[config.mk]
export PLATFORM = sky130hd
export DESIGN_NAME = matrix_adder_host_flat
export DESIGN_NICKNAME = d
export VERILOG_FILES = /design/src/rtl/matrix_adder_host_pkg.sv /design/src/rtl/matrix_adder_host_if.sv /design/src/rtl/matrix_adder_host_avmm_read_latency_tracker.sv /design/src/rtl/matrix_adder_host.sv /design/src/flat_wrapper.sv
export SDC_FILE = /design/constraint.sdc
export NUM_CORES = 1
export LEC_CHECK = 0
export CAP_MARGIN = 20
export CORE_MARGIN = 5
export CORE_UTILIZATION = 38
export DETAILED_ROUTE_END_ITERATION = 8
export GPL_ROUTABILITY_DRIVEN = 0
export PLACE_DENSITY = 0.88
export SYNTH_ARGS = -nofsm -noshare
export SYNTH_HDL_FRONTEND = slang
export SYNTH_SLANG_ARGS = --single-unit
[constraint.sdc]
create_clock -name clk -period 2.1 [get_ports clk]
set_input_delay 0.315 -clock clk [delete_from_list [all_inputs] [get_ports clk]]
set_output_delay 0.315 -clock clk [all_outputs]
set_load 0.02 [all_outputs]
[src/rtl/matrix_adder_host_pkg.sv]
// Shared definitions for the matrix adder host: bus field widths, slave region
// codes, control register bit positions and the sequencer state encoding.
package matrix_adder_host_pkg;

    localparam int ADDR_W = 10;
    localparam int BUS_W  = 32;
    localparam int IDX_W  = 8;

    localparam logic [1:0] CTRL    = 2'b00;
    localparam logic [1:0] MAT_A   = 2'b01;
    localparam logic [1:0] MAT_B   = 2'b10;
    localparam logic [1:0] MAT_RES = 2'b11;

    localparam int START     = 0;
    localparam int DONE      = 1;
    localparam int RST_ENTRY = 2;

    typedef enum logic [3:0] {
        ST_IDLE,
        ST_LOAD_A,
        ST_LOAD_B,
        ST_CLR_SET,
        ST_CLR_REL,
        ST_RUN_SET,
        ST_POLL_RD,
        ST_POLL_WAIT,
        ST_RUN_CLR,
        ST_RES_RD,
        ST_RES_WAIT,
        ST_RES_OUT
    } state_e;

    function automatic logic [ADDR_W-1:0] mk_addr(input logic [1:0] region,
                                                  input logic [IDX_W-1:0] idx);
        return {region, idx};
    endfunction

    function automatic logic [BUS_W-1:0] ctrl_bit(input int unsigned pos);
        return BUS_W'(1) << pos;
    endfunction

endpackage

[src/rtl/matrix_adder_host_if.sv]
// Avalon-MM link between the host (master) and the matrix add accelerator (slave).
interface matrix_adder_host_if;
    import matrix_adder_host_pkg::*;

    logic [ADDR_W-1:0] master_address;
    logic              master_read;
    logic              master_write;
    logic [BUS_W-1:0]  master_writedata;
    logic [3:0]        master_byteenable;
    logic [BUS_W-1:0]  master_readdata;
    logic              master_waitrequest;

    modport master (
        output master_address, master_read, master_write,
               master_writedata, master_byteenable,
        input  master_readdata, master_waitrequest
    );

    modport slave (
        input  master_address, master_read, master_write,
               master_writedata, master_byteenable,
        output master_readdata, master_waitrequest
    );

endinterface

[src/rtl/matrix_adder_host_avmm_read_latency_tracker.sv]
// Strobes rvalid_o in the cycle readdata is valid, READ_LATENCY cycles after
// an accepted read; shared by the done-poll and result-readback phases.
module avmm_read_latency_tracker #(
    parameter int READ_LATENCY = 1
) (
    input  logic clk,
    input  logic reset,
    input  logic accept_i,
    output logic rvalid_o
);

    logic [1:0] cnt_q, cnt_d;

    always_comb begin
        cnt_d = cnt_q;
        if (accept_i) begin
            cnt_d = 2'(READ_LATENCY);
        end else if (cnt_q != 2'd0) begin
            cnt_d = cnt_q - 2'd1;
        end
    end

    always_ff @(posedge clk or negedge reset) begin
        if (!reset) begin
            cnt_q <= '0;
        end else begin
            cnt_q <= cnt_d;
        end
    end

    assign rvalid_o = (cnt_q == 2'd1);

endmodule

[src/rtl/matrix_adder_host.sv]
// Avalon-MM master that loads A and B into the matrix add accelerator, steps
// every entry through start/done, then streams the result matrix out.
module matrix_adder_host
    import matrix_adder_host_pkg::*;
#(
    parameter int DATA_WIDTH   = 32,
    parameter int NUM_WORDS    = 256,
    parameter int READ_LATENCY = 1,
    parameter int POLL_LIMIT   = 1023
) (
    input  logic                  clk,
    input  logic                  reset,
    input  logic                  go,
    output logic                  busy,
    output logic                  done,
    output logic                  err,
    input  logic [DATA_WIDTH-1:0] in_data,
    input  logic                  in_valid,
    output logic                  in_ready,
    output logic [DATA_WIDTH-1:0] out_data,
    output logic                  out_valid,
    input  logic                  out_ready,
    matrix_adder_host_if.master   bus
);

    localparam int               PC_W      = $clog2(POLL_LIMIT + 1);
    localparam logic [IDX_W-1:0] LAST_IDX  = IDX_W'(NUM_WORDS - 1);
    localparam logic [PC_W-1:0]  POLL_LAST = PC_W'(POLL_LIMIT - 1);

    state_e                  state_q, state_d;
    logic [IDX_W-1:0]        idx_q, idx_d;
    logic [PC_W-1:0]         pollcnt_q, pollcnt_d;
    logic [DATA_WIDTH-1:0]   out_data_q, out_data_d;
    logic                    out_valid_q, out_valid_d;
    logic                    done_q, done_d;
    logic                    err_q, err_d;

    logic [ADDR_W-1:0]       addr;
    logic [BUS_W-1:0]        wdata;
    logic                    rd_req, wr_req;
    logic                    stall;
    logic                    rvalid;

    assign stall = bus.master_waitrequest;

    avmm_read_latency_tracker #(
        .READ_LATENCY (READ_LATENCY)
    ) u_rd_lat (
        .clk      (clk),
        .reset    (reset),
        .accept_i (rd_req & ~stall),
        .rvalid_o (rvalid)
    );

    always_comb begin
        state_d     = state_q;
        idx_d       = idx_q;
        pollcnt_d   = pollcnt_q;
        out_data_d  = out_data_q;
        out_valid_d = out_valid_q;
        done_d      = 1'b0;
        err_d       = 1'b0;
        in_ready    = 1'b0;
        rd_req      = 1'b0;
        wr_req      = 1'b0;
        addr        = '0;
        wdata       = '0;

        case (state_q)
            ST_IDLE: begin
                if (go) begin
                    idx_d   = '0;
                    state_d = ST_LOAD_A;
                end
            end
            // The source sees the bus stall directly, so it holds its word for us.
            ST_LOAD_A, ST_LOAD_B: begin
                in_ready = ~stall;
                wr_req   = in_valid;
                addr     = mk_addr((state_q == ST_LOAD_A) ? MAT_A : MAT_B, idx_q);
                wdata    = in_data;
                if (in_valid && !stall) begin
                    if (idx_q == LAST_IDX) begin
                        idx_d   = '0;
                        state_d = (state_q == ST_LOAD_A) ? ST_LOAD_B : ST_CLR_SET;
                    end else begin
                        idx_d = idx_q + 1'b1;
                    end
                end
            end
            ST_CLR_SET: begin
                wr_req = 1'b1;
                addr   = mk_addr(CTRL, '0);
                wdata  = ctrl_bit(RST_ENTRY);
                if (!stall) state_d = ST_CLR_REL;
            end
            ST_CLR_REL: begin
                wr_req = 1'b1;
                addr   = mk_addr(CTRL, '0);
                if (!stall) begin
                    idx_d   = '0;
                    state_d = ST_RUN_SET;
                end
            end
            ST_RUN_SET: begin
                wr_req = 1'b1;
                addr   = mk_addr(CTRL, '0);
                wdata  = ctrl_bit(START);
                if (!stall) begin
                    pollcnt_d = '0;
                    state_d   = ST_POLL_RD;
                end
            end
            ST_POLL_RD: begin
                rd_req = 1'b1;
                addr   = mk_addr(CTRL, '0);
                if (!stall) state_d = ST_POLL_WAIT;
            end
            ST_POLL_WAIT: begin
                if (rvalid) begin
                    if (bus.master_readdata[DONE]) begin
                        state_d = ST_RUN_CLR;
                    end else if (pollcnt_q == POLL_LAST) begin
                        err_d   = 1'b1;
                        state_d = ST_IDLE;
                    end else begin
                        pollcnt_d = pollcnt_q + 1'b1;
                        state_d   = ST_POLL_RD;
                    end
                end
            end
            ST_RUN_CLR: begin
                wr_req = 1'b1;
                addr   = mk_addr(CTRL, '0);
                if (!stall) begin
                    if (idx_q == LAST_IDX) begin
                        idx_d   = '0;
                        state_d = ST_RES_RD;
                    end else begin
                        idx_d   = idx_q + 1'b1;
                        state_d = ST_RUN_SET;
                    end
                end
            end
            ST_RES_RD: begin
                rd_req = 1'b1;
                addr   = mk_addr(MAT_RES, idx_q);
                if (!stall) state_d = ST_RES_WAIT;
            end
            ST_RES_WAIT: begin
                if (rvalid) begin
                    out_data_d  = bus.master_readdata;
                    out_valid_d = 1'b1;
                    state_d     = ST_RES_OUT;
                end
            end
            ST_RES_OUT: begin
                if (out_ready) begin
                    out_valid_d = 1'b0;
                    if (idx_q == LAST_IDX) begin
                        done_d  = 1'b1;
                        state_d = ST_IDLE;
                    end else begin
                        idx_d   = idx_q + 1'b1;
                        state_d = ST_RES_RD;
                    end
                end
            end
            default: state_d = ST_IDLE;
        endcase
    end

    always_ff @(posedge clk or negedge reset) begin
        if (!reset) begin
            state_q     <= ST_IDLE;
            idx_q       <= '0;
            pollcnt_q   <= '0;
            out_data_q  <= '0;
            out_valid_q <= 1'b0;
            done_q      <= 1'b0;
            err_q       <= 1'b0;
        end else begin
            state_q     <= state_d;
            idx_q       <= idx_d;
            pollcnt_q   <= pollcnt_d;
            out_data_q  <= out_data_d;
            out_valid_q <= out_valid_d;
            done_q      <= done_d;
            err_q       <= err_d;
        end
    end

    // done/err are registered, so they appear as the state lands back in IDLE.
    assign busy      = (state_q != ST_IDLE);
    assign done      = done_q;
    assign err       = err_q;
    assign out_data  = out_data_q;
    assign out_valid = out_valid_q;

    assign bus.master_address    = addr;
    assign bus.master_read       = rd_req;
    assign bus.master_write      = wr_req;
    assign bus.master_writedata  = wdata;
    assign bus.master_byteenable = 4'hF;

endmodule

[src/flat_wrapper.sv]
// flat-port wrapper written by rule: the top's interface ports become plain ports
module matrix_adder_host_flat import matrix_adder_host_pkg::*;
#(
    parameter int DATA_WIDTH   = 32,
    parameter int NUM_WORDS    = 256,
    parameter int READ_LATENCY = 1,
    parameter int POLL_LIMIT   = 1023
)
  (clk, reset, go, busy, done, err, in_data, in_valid, in_ready, out_data, out_valid, out_ready, bus_master_address, bus_master_read, bus_master_write, bus_master_writedata, bus_master_byteenable, bus_master_readdata, bus_master_waitrequest);
  matrix_adder_host_if bus_i ();
  input  logic clk;
  input  logic reset;
  input  logic go;
  output logic busy;
  output logic done;
  output logic err;
  input  logic [DATA_WIDTH-1:0] in_data;
  input  logic in_valid;
  output logic in_ready;
  output logic [DATA_WIDTH-1:0] out_data;
  output logic out_valid;
  input  logic out_ready;
  output wire logic [$bits(bus_i.master_address)-1:0] bus_master_address;
  output wire logic [$bits(bus_i.master_read)-1:0] bus_master_read;
  output wire logic [$bits(bus_i.master_write)-1:0] bus_master_write;
  output wire logic [$bits(bus_i.master_writedata)-1:0] bus_master_writedata;
  output wire logic [$bits(bus_i.master_byteenable)-1:0] bus_master_byteenable;
  input wire logic [$bits(bus_i.master_readdata)-1:0] bus_master_readdata;
  input wire logic [$bits(bus_i.master_waitrequest)-1:0] bus_master_waitrequest;
  assign bus_master_address = bus_i.master_address;
  assign bus_master_read = bus_i.master_read;
  assign bus_master_write = bus_i.master_write;
  assign bus_master_writedata = bus_i.master_writedata;
  assign bus_master_byteenable = bus_i.master_byteenable;
  assign bus_i.master_readdata = bus_master_readdata;
  assign bus_i.master_waitrequest = bus_master_waitrequest;
  matrix_adder_host #(.DATA_WIDTH(DATA_WIDTH), .NUM_WORDS(NUM_WORDS), .READ_LATENCY(READ_LATENCY), .POLL_LIMIT(POLL_LIMIT)) u_core (.clk(clk), .reset(reset), .go(go), .busy(busy), .done(done), .err(err), .in_data(in_data), .in_valid(in_valid), .in_ready(in_ready), .out_data(out_data), .out_valid(out_valid), .out_ready(out_ready), .bus(bus_i));
endmodule
# After elaboration in Yosys (flattened, before gate mapping)
# Index checks and enable logic that the tools add are counted.
dict set report totals {
  output_inout_bits 85
  word_cells 108
  mem_bits_rw 0
  mem_count 0
  reg_bits 59
  in_bits 70
  latchBits 0
  mem_bits_ro 0
}
dict set report op_classes {
  reduce_logical 17
  addsub 3
  n_bitwise 2
  mul 0
  div 0
  n_lt_le_gt_ge 0
  shifts 0
  mux 49
  eq_ne 29
}
# cell n
set ops {}
lappend ops {{one-hot mux 32 bit (3 select lines)} 1}
lappend ops {{two-way mux 4 bit} 15}
lappend ops {{two-way mux 8 bit} 7}
lappend ops {{one-hot mux 4 bit (11 select lines)} 1}
lappend ops {{two-way mux 10 bit} 4}
lappend ops {{one-hot mux 10 bit (2 select lines)} 2}
lappend ops {{one-hot mux 8 bit (5 select lines)} 1}
lappend ops {{inequality test 2 bit, second input constant} 11}
lappend ops {{equality test 4 x 3 -> 1 bit, second input constant} 4}
lappend ops {{equality test 4 bit, second input constant} 4}
lappend ops {{two-way mux 1 bit} 12}
lappend ops {{AND reduction 12 bit} 1}
lappend ops {{adder 10 x 1 -> 10 bit, second input constant} 1}
lappend ops {{equality test 10 bit, second input constant} 1}
lappend ops {{adder 8 x 1 -> 8 bit, second input constant} 1}
lappend ops {{equality test 4 x 2 -> 1 bit, second input constant} 2}
lappend ops {{equality test 8 bit, second input constant} 1}
lappend ops {{inequality test 2 x 1 -> 1 bit, second input constant} 4}
lappend ops {{nonzero test 2 bit} 4}
lappend ops {{AND reduction 7 bit} 1}
lappend ops {{two-way mux 2 bit} 3}
lappend ops {{AND reduction 5 bit} 1}
lappend ops {{nonzero test 5 bit} 1}
lappend ops {{equality test 4 x 1 -> 1 bit, second input constant} 1}
lappend ops {{other kinds (14)} 16}

# Longest topological paths before layout
# Gate-level depths: netlist of run 1.
dict set report depth {
  depth_word 5
  mapped_depth 8
  depth_no_buf 7
}

# Modules after synthesis
# A second synthesis of run 1 with hierarchy kept.
dict set report hier_totals {
  hier_cells 347
  area_unflattened_um2 3385.7
}
# mod seq_area_each_um2 instances cells_per_inst area_each_um2
set modules_own_cells {}
lappend modules_own_cells {matrix_adder_host 1426.4 1 337 3274.4}
lappend modules_own_cells {avmm_read_latency_tracker 50.0 1 10 111.4}

# Worst setup path before layout of run 1
# Ideal clock, no wire load.
dict set report synth_timing {
  path_type {register to output}
  from {reg u_core.state_q[2]}
  to {out bus_master_writedata[0]}
  required_ns 1.785
  setup_slack_ns -0.216
  stages_incl_launch_ff 6
  arrival_time_ns 2.001
  path_buffers 3
  cell_sequence {dfrtp_1 -> buf_4 -> buf_6 -> clkbuf_1 -> nor2_1 -> a2111oi_0}
}
dict set report synth_via {
  elab_chain_cells 3
  word_cells_on_any_way 6
  classes_between {eq/ne (4); mux (1); reduce/logical (1)}
}
# element line_no
set synth_lines {}
lappend synth_lines {{start, declared} matrix_adder_host.sv:30} ;# state_e state_q, state_d;
lappend synth_lines {{start signal, assigned} matrix_adder_host.sv:183} ;# state_q <= state_d;
lappend synth_lines {{equality test 4 x 2 -> 1 bit or equality test 4 x 1 -> 1 bit (tied branches)} matrix_adder_host.sv:69} ;# case (state_q)
lappend synth_lines {{OR reduction 2 bit} matrix_adder_host.sv:69}
lappend synth_lines {{one-hot mux 32 bit (3 select lines) *} matrix_adder_host.sv:69}
lappend synth_lines {{end, declared} flat_wrapper.sv:26} ;# output wire logic [$bits(bus_i.master_writedata)-1:0] bus_master_writedata;
# Every way passes the cells marked *; elsewhere a longest branch is shown, timed or not.

# Final worst setup path of run 1
dict set report layout_timing {
  from {reg u_core.state_q[1]}
  to {reg u_core.idx_q[5]}
}
dict set report layout_via {
  elab_chain_cells 4
  word_cells_on_any_way 16
  classes_between {eq/ne (11); mux (1); reduce/logical (4)}
}
# element line_no
set layout_lines {}
lappend layout_lines {{equality test 4 x 2 -> 1 bit or equality test 4 x 1 -> 1 bit (tied branches)} matrix_adder_host.sv:69}
lappend layout_lines {{OR reduction 2 bit} matrix_adder_host.sv:69}
lappend layout_lines {{nonzero test 5 bit (no line) or inequality test 2 x 1 -> 1 bit (tied branches)} n/a}
lappend layout_lines {{AND reduction 7 bit (no line)} n/a}
lappend layout_lines {{end signal, assigned} matrix_adder_host.sv:184} ;# idx_q <= idx_d;
lappend layout_lines {{end, declared} matrix_adder_host.sv:31} ;# logic [IDX_W-1:0] idx_q, idx_d;
# Several ways; a longest one is shown, not always the timed one.
# A chain may end at the register's enable or synchronous reset.

==> metrics.md, run 1 <==
| Metric | Value |
|---|---|
| R2r startpoint | `u_core.state_q[1]` |
| Fraction of the yosys area taken by sequential cells | `43.0%` |
| Biggest fanout along the worst timing path | `6` |
| Global route total overflow | `0` |
| Buffer cell driving the clock tree root | `sky130_fd_sc_hd__clkbuf_8` |
| Number of vias per cell after detailed routing | `5.46` |
| Path category of the worst min-delay check | `reg -> reg` |
| TritonCTS clock tree | `done` |
| Pleak | `2.62 nW` |
| Combinational family with the most area after synthesis | `simple AND/OR/NAND/NOR gates` |
| RSZ-0062 raised after global routing | `true` |
| Top post-synthesis cells by area | `sky130_fd_sc_hd__dfrtp_1 43%, sky130_fd_sc_hd__mux2_2 9.2%, sky130_fd_sc_hd__and2_1 7.1%, sky130_fd_sc_hd__nor2_1 2.7%, sky130_fd_sc_hd__xnor2_1 2.3%` |
| Instance area after placement | `5340 sq um` |
| Post-synthesis share of cell area spent on full adders, half adders and majority gates | `1.82%` |
| Yosys warnings | `0` |
| End-of-flow core utilization | `65.7%` |
| TritonRoute pass-1 iters | `8` |
| Number of CTS-inserted buffers | `9` |
| Number of synthesized register bits | `59` |
| Detailed-route via count | `3601` |
| Number of standard-cell rows in the floorplan | `34` |
| Tmin final | `2.16 ns` |
| Leading area contributor after synthesis | `sky130_fd_sc_hd__dfrtp_1` |
| Result of the run | `finished, violations left` |
| Post-route setup slack | `-0.0619 ns` |
| Fin area | `5760 sq um` |
| Final setup violation count | `8` |
| Wire length of the first global-routing pass | `17.9 mm` |
| Number of clock sinks seen by CTS | `59` |
| Vias in the first global route | `3674` |
| Async set or reset register ratio after synthesis | `100%` |
| Crit path arrival time | `2.38 ns` |
| Total length of routed wires | `11.6 mm` |
| Most used standard cell by instance count after synthesis | `sky130_fd_sc_hd__dfrtp_1` |
| Worst r2r path cells | `7` |
| Violated checks | `setup timing` |
| Worst Path Class, Setup | `reg -> reg` |
| Type of element launching the critical path | `flip-flop` |
| Number of nets with antenna violations after detailed routing | `0` |
| Count of flip-flops with a built-in enable after synthesis | `0` |
| Synth unique cells | `64` |
| Signed area change from the synthesized netlist to the final layout | `67.6%` |
| Count of buffers inserted at the top-level ports | `150` |
| Multi-input gate area | `1930 sq um` |
| Compound-Gate Fraction of Synth Area | `10.5%` |
| Fin. Hold Viols | `0` |
| Post-Synth XOR/XNOR Area | `3.50%` |
| Pwr dens | `1470 nW/um^2` |
| Net count reported at finish | `622` |
| Initial antenna violation count | `0` |
| Maximum number of pins on one net before global-route repair | `60` |
| Width of the die | `105 um` |
| Final slew viol count | `0` |
| Ys flop type | `sky130_fd_sc_hd__dfrtp_1` |
| Commonest cells post-synth | `59 x sky130_fd_sc_hd__dfrtp_1, 39 x sky130_fd_sc_hd__and2_1, 28 x sky130_fd_sc_hd__mux2_2, 25 x sky130_fd_sc_hd__nor2_1, 17 x sky130_fd_sc_hd__nand2_1` |
| Syn avg cell area | `10.0 sq um` |
| Boundary Pins | `155` |
| Gate Count Post-Synth | `342` |
| Htree depth | `3` |
| Worst clock skew | `0.0127 ns` |
| Element type at the critical path end | `flip-flop` |
| Start point of the critical path | `u_core.state_q[1]` |
| Required time of the critical path | `2.32 ns` |
| Mux cell area share after synthesis | `12.0%` |
| Floorplan die area | `11000 sq um` |
| Worst-case vdd ir drop | `0.903 mV` |
| Share of the synthesized area in the top cell type | `43.0%` |
| Starting density of the core | `39.2%` |
| Fraction of final layout cells sized beyond drive strength 1 | `35.0%` |
| Drc violations | `0` |
| Half-perimeter wire length after placement | `8.09 mm` |
| FMAX | `0.463 GHz` |
| FF+latch area | `1480 sq um` |
| Iteration-0 DRC Markers | `257` |
| Fin crit share | `103%` |
| R2r endpoint | `u_core.idx_q[5]` |
| Latest clock arrival within the worst-skew pair | `0.34 ns` |
| Clock edge transition at the registers on the reported setup and hold paths | `0.08 ns` |
| Clock tree buffer depth | `2` |
| Global router's overall resource usage | `19.6%` |
| Wirelength per Cell | `17.6 um` |
| Slack of the worst reg-to-reg path | `-0.06 ns` |
| Netlist area before placement | `3440 sq um` |
| Number of fill cells in the layout | `662` |
| Critical Path Sink | `u_core.idx_q[5]` |
| Vertical extent of the die | `105 um` |
| Core outline area | `8760 sq um` |
| Post-synthesis simple-gate area fraction | `23.8%` |
| Maxcap violations | `0` |
| Final antenna diode count | `0` |
==> per-layer routing <==
layer  vias to the layer above  routed length, um  global-route usage, %
li1                       1613                  -                      -
met5                         -                  0                      0
met4                         0                357                   6.03
met2                       226               6200                   35.7
met3                        38               1090                   6.60
met1                      1724               4000                   21.2
==> power by group <==
group	leakage (nW)	switching [mW]	total, mW	internal, mW
registers	0.729	0.265	1.81	1.55
logic	1.77	2.68	5.49	2.80
clock network	0.113	0.472	1.14	0.665
==> critical path, stage by stage (launching register included) <==
cell                        delay (ns)
sky130_fd_sc_hd__dfrtp_1          0.40
sky130_fd_sc_hd__buf_12           0.15
sky130_fd_sc_hd__buf_4            0.16
sky130_fd_sc_hd__and4b_1          0.26
sky130_fd_sc_hd__a2111oi_2        0.07
sky130_fd_sc_hd__or3_4            0.38
sky130_fd_sc_hd__or2_4            0.27
sky130_fd_sc_hd__a221o_1          0.34
==> flip-flops by register name, summed over array words and instances (netlist names) <==
name,flops
u_core.u_rd_lat.cnt_q,2
u_core.out_valid,1
u_core.idx_q,8
u_core.state_q,4
u_core.pollcnt_q,10
u_core.done,1
u_core.err,1
u_core.out_data,32
==> worst min path at each step <==
stage | from | endpoint | slack (ns) | depth (start not counted)
3_5_place_dp | reset | u_core.out_data[31] | 0.35 | 2
4_1_cts | u_core.out_data[30] | u_core.out_data[30] | 0.50 | 1
3_3_place_gp | reset | u_core.out_data[6] | 0.34 | 2
2_1_floorplan | reset | u_core.done | 0.02 | 0
6_report | u_core.out_data[30] | u_core.out_data[30] | 0.49 | 1
5_1_grt | u_core.out_data[11] | u_core.out_data[11] | 0.52 | 1
==> per-stage QoR <==
stage | hold WS, ns | setup TNS, ns | instances | setup WS, ns | total power, mW
floorplan | 0.0194 | 0 | 345 | 0.0138 | 4.31
global placement | 0.343 | -1.64 | 625 | -0.172 | 6.37
detailed placement | 0.349 | -2.12 | 625 | -0.189 | 6.51
CTS | 0.501 | -0.315 | 649 | -0.0914 | 7.92
global route | 0.519 | -1.06 | 660 | -0.102 | 8.87
finish | 0.493 | -0.246 | 660 | -0.0619 | 8.44
==> area by class of cell <==
type,count,share of cell area (%)
multi-input cells,250,33.6
flip-flops and latches,59,25.7
clock buffers,9,2.15
repair buffers,215,33.8
clock inverters,7,1.61
well taps,108,2.35
inverters,12,0.826
==> repair_timing <==
| item | in CTS | in global routing |
|---|---|---|
| resized for setup | 197 | 48 |
| buffers inserted | 5 | 11 |
| gates cloned | 2 | 0 |
| pin swaps | 7 | 13 |
| hold buffers | 1 | 0 |
| endpoints found under the setup margin | 51 | 43 |
| endpoints found under the hold margin | 59 | 0 |
==> cell families (layout without fill, tap and decap cells) <==
kind of cell | count (synthesis) | in the layout
adder cells (fa/ha/maj) | 5 | 5
multiplexers | 37 | 37
flip-flops | 59 | 59
buffers and inverters | 36 | 243
AND/OR/NAND/NOR | 142 | 142
XOR/XNOR | 12 | 12
other | 1 | 4
AO/OA/AOI/OAI | 50 | 50
==> cell usage in the layout, fill, tap and decap left out, drive strengths merged, types with 12 or more instances in the layout <==
master         Yosys  final
and2              39     39
clkdlybuf4s50      0    103
buf               14    108
nor2              26     26
dfrtp             59     59
mux2              34     34
nor3              14     14
o21ai             12     12
inv               12     12
nand2             17     17
Power figures use the tool's default switching activity.
==> inputs of run 2 (changes only) <==
Settings changed: CORE_UTILIZATION 38 to 42, GPL_TIMING_DRIVEN from default to 0, PLACE_DENSITY 0.88 to 0.92, SKIP_LAST_GASP from default to 1.
Clock period 2.1 ns to 2.3 ns, I/O delays scaled along.
==> run 2 against run 1 <==
Compared with the run above: the flow still finishes with violations (setup timing); wire length shrank 8.2%; clock skew shrank 0.0013 ns; count of clock-buffer cells in the layout grew 2; sequential cell count is the same; critical path depth grew 1; total power shrank 19%; die area shrank 8.6%; final area shrank 7.0%; non-clock buffer count shrank 28; sequential share of layout area grew 1.9 points; critical path type unchanged; highest routed layer unchanged.
==> metrics.md, run 2 (same netlist as run 1, synthesis figures left out) <==
| Metric | Value |
|---|---|
| Result of the run | `finished, violations left` |
| Violated checks | `setup timing` |
| Fin crit share | `100%` |
| Worst r2r path cells | `8` |
| Count of buffers inserted at the top-level ports | `150` |
| Switching power total | `2.87 mW` |
| Width of the die | `100 um` |
| CP max stage cell | `sky130_fd_sc_hd__dfrtp_1` |
| Iteration-0 DRC Markers | `126` |
| Count of placed standard cells in the final layout, fillers left out | `629` |
| Crit-path max cell delay | `0.44 ns` |
| Internal cell power | `3.95 mW` |
| R2r startpoint | `u_core.state_q[3]` |
| Type of element launching the critical path | `flip-flop` |
| Fin. Hold Viols | `0` |
| Final setup violation count | `2` |
| Net count reported at finish | `594` |
| Post-route setup slack | `-0.00895 ns` |
| Clock edge transition at the registers on the reported setup and hold paths | `0.07 ns` |
| Half-perimeter wire length after placement | `8.05 mm` |
| Clock tree buffer depth | `2` |
| Start point of the critical path | `u_core.state_q[3]` |
| Maxcap violations | `0` |
| Cell repeated most along the worst path | `sky130_fd_sc_hd__buf_4` |
| Number of standard-cell rows in the floorplan | `33` |
| Latest clock arrival within the worst-skew pair | `0.34 ns` |
| Actual slew at the worst max-slew pin | `0.816 ns` |
| Sum of buffers and inverters on the critical path | `3` |
| Htree depth | `3` |
| Floorplan die area | `10100 sq um` |
| Post-layout power | `6.83 mW` |
| Boundary Pins | `155` |
| Vertical extent of the die | `100 um` |
| RSZ-0062 raised after global routing | `true` |
| Number of fill cells in the layout | `659` |
| Worst clock skew | `0.0115 ns` |
| Worst Path Class, Setup | `reg -> reg` |
| Most frequent standard cell in the layout excluding fill and tap cells | `sky130_fd_sc_hd__clkdlybuf4s50_1` |
| Core outline area | `8090 sq um` |
| Number of flip-flops in the largest register | `32` |
| Switching part of the total power | `42.1%` |
| Slack of the worst reg-to-reg path | `-0.009 ns` |
| Initial antenna violation count | `0` |
| Relative contribution of sequential cells to total power | `23.9%` |
| End-of-flow core utilization | `66.2%` |
| Highest-count cells in the layout ignoring fill and taps | `103 x sky130_fd_sc_hd__clkdlybuf4s50_1, 58 x sky130_fd_sc_hd__dfrtp_1, 32 x sky130_fd_sc_hd__and2_1` |
| Worst path cell trace | `buf_6 -> buf_4 -> nand2_1 -> a2111oi_0 -> or3_1 -> buf_4 -> or2_4 -> a221o_1` |
| Number of CTS-inserted buffers | `9` |
| Vias in the first global route | `3408` |
| Pleak | `2.41 nW` |
| Number of vias per cell after detailed routing | `5.44` |
| Drc violations | `0` |
| Tmin final | `2.31 ns` |
| Final hold slack | `0.0456 ns` |
| Worst-case vdd ir drop | `0.806 mV` |
| Number of nets with antenna violations after detailed routing | `0` |
| TritonRoute pass-1 iters | `5` |
| Gate family responsible for the most delay along the worst path | `simple AND/OR/NAND/NOR gates` |
| Cell count after placement | `601` |
| TritonCTS clock tree | `done` |
| FMAX | `0.433 GHz` |
| Path category of the worst min-delay check | `in -> async` |
| Signed area change from the synthesized netlist to the final layout | `55.9%` |
| Instance area after placement | `5100 sq um` |
| Pwr dens | `1270 nW/um^2` |
| Buffer cell driving the clock tree root | `sky130_fd_sc_hd__clkbuf_8` |
| Fin area | `5360 sq um` |
| Part of the power in combinational logic | `62.9%` |
| Starting density of the core | `42.5%` |
| Clk network pwr share | `13.2%` |
| Global route total overflow | `0` |
| Wire length of the first global-routing pass | `16.5 mm` |
| Detailed-route via count | `3423` |
| Final antenna diode count | `0` |
| R2r endpoint | `u_core.idx_q[5]` |
| Global router's overall resource usage | `20.7%` |
| Crit path depth | `8` |
| Required time of the critical path | `2.52 ns` |
| Hold-fix buffer count after cts | `0` |
| Wirelength per Cell | `17.0 um` |
| Biggest fanout along the worst timing path | `8` |
| Element type at the critical path end | `flip-flop` |
| Maximum number of pins on one net before global-route repair | `33` |
| Number of clock sinks seen by CTS | `59` |
| Total length of routed wires | `10.7 mm` |
| Worst relative slew slack | `45.2%` |
| Fraction of final layout cells sized beyond drive strength 1 | `29.0%` |
| Crit path arrival time | `2.53 ns` |
| Final slew viol count | `0` |
==> run 2: cell types whose count changed in the layout (fill, tap and decap cells not counted), moves of 2 or more <==
cell	previous run	this run
sky130_fd_sc_hd__dlygate4sd2_1	1	4
sky130_fd_sc_hd__and2_1	39	32
sky130_fd_sc_hd__buf_6	13	8
sky130_fd_sc_hd__buf_8	2	0
sky130_fd_sc_hd__and2_4	0	7
sky130_fd_sc_hd__buf_2	34	31
sky130_fd_sc_hd__clkbuf_2	1	4
sky130_fd_sc_hd__buf_4	54	30
sky130_fd_sc_hd__or3_1	1	3
sky130_fd_sc_hd__clkbuf_1	0	3
sky130_fd_sc_hd__or3_4	2	0
==> run 2: stage by stage <==
step | worst slack, ns | setup TNS [ns]
2_1_floorplan | 0.184 | 0
3_3_place_gp | -0.859 | -60.55
3_5_place_dp | -0.498 | -12.16
4_1_cts | -0.0457 | -0.119
5_1_grt | -0.0506 | -0.299
6_report | -0.00895 | -0.00907
==> run 2: worst register-to-register path: stages, from the launching register on <==
cell                        delay (ns)
sky130_fd_sc_hd__dfrtp_1          0.44
sky130_fd_sc_hd__buf_6            0.16
sky130_fd_sc_hd__buf_4            0.13
sky130_fd_sc_hd__nand2_1          0.12
sky130_fd_sc_hd__a2111oi_0        0.12
sky130_fd_sc_hd__or3_1            0.43
sky130_fd_sc_hd__buf_4            0.19
sky130_fd_sc_hd__or2_4            0.26
sky130_fd_sc_hd__a221o_1          0.35
==> run 2: routing by layer <==
metal | vias up | share of wire, % | GRT usage [%]
li1 | 1556 | - | -
met2 | 221 | 51 | 35.7
met3 | 39 | 9.9 | 7.30
met4 | 0 | 3.2 | 8.39
met1 | 1607 | 36 | 23.2
met5 | - | 0 | 0
==> run 2: final cells by class <==
type	instances	area [sq um]	share of cell area, %
inverter	12	45.0	0.841
clock buffer	11	131	2.45
tap	105	131	2.45
timing repair buffer	163	1460	27.2
clock inverter	5	53.8	1.00
buffer	24	194	3.62
multi-input combinational	250	1870	34.8
sequential	59	1480	27.6
==> run 2: worst max-delay path by stage <==
stage | to | slack, ns
after floorplan | bus_master_write | 0.18
after global routing | u_core.idx_q[5] | -0.05
after global placement | u_core.idx_q[0] | -0.86
after CTS | u_core.idx_q[5] | -0.05
after detailed placement | bus_master_address[3] | -0.50
final | u_core.idx_q[5] | -0.009
==> run 2: timing repair <==
item,4_1_cts,5_1_grt
pin swaps,1,4
resized for setup,197,40
setup endpoints to repair,48,38
gates cloned,0,1
buffers inserted,1,10
==> run 2: power groups by stage <==
stage | registers (mW) | clock network (mW) | logic (mW)
4_1_cts | 1.62 | 0.927 | 3.92
3_5_place_dp | 1.65 | 0 | 3.93
5_1_grt | 1.67 | 0.983 | 4.57
3_3_place_gp | 1.62 | 0 | 3.83
6_report | 1.63 | 0.904 | 4.29
2_1_floorplan | 1.98 | 0 | 1.96
